===== src/rtl/mem_port_arbiter.sv =====
// Two-requester arbiter in front of one sram-like memory port: one transaction in flight,
// data side has priority, and a waiting instruction fetch is forced through after STARVE_MAX data grants.
module mem_port_arbiter #(
  parameter int ADDR_W     = 32,
  parameter int DATA_W     = 32,
  parameter int STARVE_MAX = 4
) (
  input  logic              clk,
  input  logic              rst,
  input  logic              inst_req,
  input  logic              inst_wr,
  input  logic [1:0]        inst_size,
  input  logic [ADDR_W-1:0] inst_addr,
  input  logic [DATA_W-1:0] inst_wdata,
  output logic              inst_addr_ok,
  output logic              inst_data_ok,
  output logic [DATA_W-1:0] inst_rdata,
  input  logic              data_req,
  input  logic              data_wr,
  input  logic [1:0]        data_size,
  input  logic [ADDR_W-1:0] data_addr,
  input  logic [DATA_W-1:0] data_wdata,
  output logic              data_addr_ok,
  output logic              data_data_ok,
  output logic [DATA_W-1:0] data_rdata,
  output logic              mem_req,
  output logic              mem_wr,
  output logic [1:0]        mem_size,
  output logic [ADDR_W-1:0] mem_addr,
  output logic [DATA_W-1:0] mem_wdata,
  input  logic              mem_addr_ok,
  input  logic              mem_data_ok,
  input  logic [DATA_W-1:0] mem_rdata,
  output logic              busy
);

  typedef enum logic [1:0] {IDLE = 2'd0, REQ = 2'd1, WAIT = 2'd2} state_t;

  localparam logic [3:0] STARVE_LIM = 4'(STARVE_MAX);

  state_t              state, state_nxt;
  logic                owner;
  logic                lat_wr;
  logic [1:0]          lat_size;
  logic [ADDR_W-1:0]   lat_addr;
  logic [DATA_W-1:0]   lat_wdata;
  logic [3:0]          starve_cnt;

  logic                force_inst, grant_data, grant_inst, done;

  // Grants only exist in IDLE and never while rst is held, so outputs stay quiet during reset.
  always_comb begin
    force_inst = inst_req && (starve_cnt == STARVE_LIM);
    grant_data = 1'b0;
    grant_inst = 1'b0;
    if (!rst && state == IDLE) begin
      grant_data = data_req && !force_inst;
      grant_inst = inst_req && !grant_data;
    end
    done = !rst && (state == WAIT) && mem_data_ok;
  end

  always_comb begin
    state_nxt = state;
    case (state)
      IDLE:    if (grant_data || grant_inst) state_nxt = REQ;
      REQ:     if (mem_addr_ok) state_nxt = WAIT;
      WAIT:    if (mem_data_ok) state_nxt = IDLE;
      default: state_nxt = IDLE;
    endcase
  end

  always_comb begin
    inst_addr_ok = grant_inst;
    data_addr_ok = grant_data;
    inst_data_ok = done && !owner;
    data_data_ok = done && owner;
    inst_rdata   = '0;
    data_rdata   = '0;
    if (inst_data_ok) inst_rdata = mem_rdata;
    if (data_data_ok) data_rdata = mem_rdata;
    mem_req   = 1'b0;
    mem_wr    = 1'b0;
    mem_size  = '0;
    mem_addr  = '0;
    mem_wdata = '0;
    if (!rst && state == REQ) begin
      mem_req   = 1'b1;
      mem_wr    = lat_wr;
      mem_size  = lat_size;
      mem_addr  = lat_addr;
      mem_wdata = lat_wdata;
    end
    busy = !rst && (state != IDLE);
  end

  // Grant edge: capture the winner's request so the downstream side sees stable fields.
  always_ff @(posedge clk) begin
    if (rst) begin
      state      <= IDLE;
      owner      <= 1'b0;
      lat_wr     <= 1'b0;
      lat_size   <= '0;
      lat_addr   <= '0;
      lat_wdata  <= '0;
      starve_cnt <= '0;
    end else begin
      state <= state_nxt;
      if (grant_data || grant_inst) begin
        owner     <= grant_data;
        lat_wr    <= grant_data ? data_wr    : inst_wr;
        lat_size  <= grant_data ? data_size  : inst_size;
        lat_addr  <= grant_data ? data_addr  : inst_addr;
        lat_wdata <= grant_data ? data_wdata : inst_wdata;
        if (grant_data && inst_req)
          starve_cnt <= (starve_cnt == STARVE_LIM) ? starve_cnt : starve_cnt + 4'd1;
        else
          starve_cnt <= '0;
      end
    end
  end

endmodule

===== config.mk =====
export PLATFORM = sky130hd
export DESIGN_NAME = mem_port_arbiter
export DESIGN_NICKNAME = d
export VERILOG_FILES = /design/src/rtl/mem_port_arbiter.sv
export SDC_FILE = /design/constraint.sdc
export NUM_CORES = 1
export LEC_CHECK = 0
export ABC_AREA = 0
export BUFFER_PORTS_ARGS = -buffer_cell sky130_fd_sc_hd__buf_4
export CAP_MARGIN = 20
export CORE_UTILIZATION = 25
export CTS_BUF_LIST = sky130_fd_sc_hd__clkbuf_8
export CTS_CLUSTER_SIZE = 20
export DETAILED_ROUTE_END_ITERATION = 8
export GPL_ROUTABILITY_DRIVEN = 0
export GPL_TIMING_DRIVEN = 0
export HOLD_SLACK_MARGIN = 0.1
export PLACE_DENSITY_LB_ADDON = 0.15
export SLEW_MARGIN = 20
export SYNTH_ARGS = -nofsm -noshare
export SYNTH_HDL_FRONTEND = slang
export SYNTH_SLANG_ARGS = --single-unit

===== constraint.sdc =====
create_clock -name clk -period 2.2 [get_ports clk]
set_input_delay 0.33 -clock clk [delete_from_list [all_inputs] [get_ports clk]]
set_output_delay 0.33 -clock clk [all_outputs]
set_load 0.02 [all_outputs]

==> flow_summary.json <==
{
  "outcome": "finished clean",
  "synth_area_leader_cell": "dfxtp_1",
  "drc_errors": 0,
  "timing.rr.end": "lat_addr[26]",
  "drtPass1Iterations": 4,
  "slew_viol_final": 0,
  "layout_common_cells": "buf_4 (315), and2_1 (133), nor2_1 (88)",
  "drive_gt1_share_pct": 43.8,
  "cts_tree": "built",
  "yosys_warnings": 0,
  "synth_edf_count": 0,
  "slew_headroom_pct": 52.1,
  "cp-start-kind": "register",
  "slowest_stage": "dfxtp_4",
  "rr_worst_depth": 8,
  "setup_viol": 0,
  "drt_wl_total_um": 17700,
  "intPower_w": 0.00255,
  "grt_pass1_wl_um": 26400,
  "yosys-top-cells-area": "dfxtp_1 (33%), and2_1 (19%), nor2_1 (7.4%)",
  "ctsLongestPathBuffers": 2,
  "rows": 48,
  "post_drt_wl_per_cell_um": 15.8,
  "worst_hold_slack_ps": 133,
  "die_h_um": 136,
  "crit_buf_inv": 2,
  "crit_path_max_incr_delay_ps": 370,
  "syn_inst": 570,
  "cp-end-kind": "primary output",
  "max-vdd-ir-drop_uv": 261,
  "cts_buffers": 9,
  "fmax_ghz": 0.471,
  "p_seq_share_pct": 42.3,
  "clk_pin_slew_ps": 80,
  "final_common_cell": "buf_4",
  "power_per_cell_area_mw_per_mm2": 503,
  "grtUsageTotal_pct": 18.8,
  "fin_util_pct": 42.3,
  "grt_start_max_net_pins": 12,
  "via_per_inst": 4.40,
  "final_hold_viol_count": 0,
  "holdCritPathClass": "primary input to register",
  "dpl.cell_count": 1102,
  "min_to": "state[0]",
  "net-switching-power_w": 0.00116,
  "htreeDepth": 3,
  "path_cells": "nor3b_2 -> and3_4 -> clkbuf_2 -> and2_1 -> buf_4",
  "critical_path_class": "register to primary output",
  "worst_ep_arrival_time_ps": 1790,
  "p_comb_share_pct": 28.7,
  "fin_skew_ps": 5.74,
  "area_growth_pct": 64.2,
  "final_nets": 1066,
  "antenna_found_initial": 0,
  "die_x_um": 136,
  "crit_required_ps": 1870,
  "rr_startpoint": "starve_cnt[0]",
  "yosysSeqAreaShare_pct": 33.0,
  "hp-start": "mem_addr_ok",
  "ys_types": 37,
  "netlist.area_leader.share_pct": 33.0,
  "die-area_mm2": 0.0185,
  "cts_root_buffer": "clkbuf_8",
  "tightest_slew_ps": 718,
  "p_leak_nw": 3.55,
  "dp_slack_ps": -146,
  "synth-seq-cells": 74,
  "io_buffers": 307,
  "min_period_over_period_pct": 96.6,
  "synth_area_mm2": 0.00449,
  "start_util_pct": 25.8,
  "cap_violations": 0,
  "grt_pass1_vias": 4822,
  "critPathTopFamily": "simple AND/OR/NAND/NOR gates",
  "grt_overflow": 0,
  "switching_share_pct": 31.2,
  "cp_max_fo": 10,
  "hold_depth": 2,
  "ios": 309,
  "r2r_slack_ps": 210,
  "drt_iter0_markers": 157,
  "async_flop_share_pct": 0,
  "fin_ws_ps": 75.4,
  "clk_latency_ps": 370,
  "ant_nets": 0,
  "fin_crit_ps": 2120,
  "p_clk_share_pct": 29.0,
  "vias": 4935,
  "syn_area_per_cell_um2": 7.88,
  "fin_area_mm2": 0.00737,
  "place_area_mm2": 0.00708,
  "clkSinkCount": 74,
  "final_cells": 1122,
  "core_area_mm2": 0.0174,
  "holdBufCountCts": 0,
  "syn_nets": 744,
  "ys.flop_type": "dfxtp_1",
  "place_hpwl_um": 14100
}
==> worst max path at each step <==
stage,startpoint,to,slack [ps],depth (start not counted)
finish,state[0],data_rdata[9],80,5
floorplan,state[0],inst_rdata[18],380,5
detailed placement,state[0],mem_addr[18],-150,5
global route,state[0],inst_rdata[21],-10,6
global placement,state[0],mem_addr[18],-190,5
CTS,state[1],mem_addr[0],6,5
==> metal layers <==
layer	track usage (%)	routed length (um)	part of all wire, %
met3	5.11	1210	6.8
met5	0	0	0
met1	24.7	8120	46
met2	29.9	8120	46
met4	5.12	268	1.5
==> metrics by stage <==
step	total power [W]	TNS (ps)
finish	0.00371	0
floorplan	0.00215	0
detailed placement	0.00266	-1310
global route	0.00394	-21.4
global placement	0.00265	-1760
CTS	0.00377	0
==> repair_timing <==
| action | CTS | global route |
|---|---|---|
| buffers inserted | 3 | 2 |
| pin swaps | 1 | 2 |
| hold endpoints to repair | 0 | 0 |
| resized for setup | 25 | 8 |
| setup endpoints to repair | 129 | 83 |
==> worst reg2reg max path, stage by stage (launching register included) <==
cell and delay (ps):
dfxtp_2 340, inv_1 70, ha_1 180, nand4b_2 210, nand3_4 150, buf_4 150
buf_2 250, buf_2 340, a311oi_2 150
==> power groups by stage <==
| stage | clock [W] | combinational, W | sequential [W] |
|---|---|---|---|
| after floorplan | 0 | 0.000574 | 0.00158 |
| after global placement | 0 | 0.00105 | 0.00160 |
| after detailed placement | 0 | 0.00106 | 0.00160 |
| after CTS | 0.00113 | 0.00107 | 0.00157 |
| after global routing | 0.00117 | 0.00117 | 0.00159 |
| final | 0.00107 | 0.00107 | 0.00157 |
==> cells by family (layout without fill, tap and decap cells) <==
family          after synthesis  in the layout  synth area share, %
mux                          27             27                 6.02
buf+inv                      54            380                 5.60
simple gates                349            349                 40.8
flops                        74             74                 33.0
compound gates               64             64                 14.0
fa+ha+maj                     2              2                0.557
other cells                   0              1                    0
==> area by class of cell <==
class | instances | area (um^2)
well taps | 225 | 282
repair buffers | 312 | 2340
flip-flops and latches | 74 | 1490
multi-input cells | 442 | 2790
inverters | 4 | 17.5
plain buffers | 49 | 268
clock buffers | 10 | 138
diodes | 1 | 2.50
fillers | 1852 | 10000
clock inverters | 5 | 47.5
==> cell usage after synthesis, types with 2 or more instances <==
library cell and n:
buf_4 3, nand3_1 2, a311oi_1 8, a211oi_1 27, o21ai_1 2, dfxtp_1 74
nor2_1 89, buf_2 18, nor3_1 13, buf_1 3, nor4_1 13, ha_1 2
nand2b_1 30, nand2_1 59, a32oi_1 2, a311oi_2 19, inv_1 3, a21oi_1 2
mux2i_1 27, and2_1 133, buf_6 2, clkbuf_1 24
==> flip-flops by register name (all words and copies together), names as in the netlist <==
name / flops
state: 2
starve_cnt: 4
lat_wr: 1
owner: 1
lat_size: 2
lat_wdata: 32
lat_addr: 32
No activity file was read; power rests on OpenSTA's default activity.
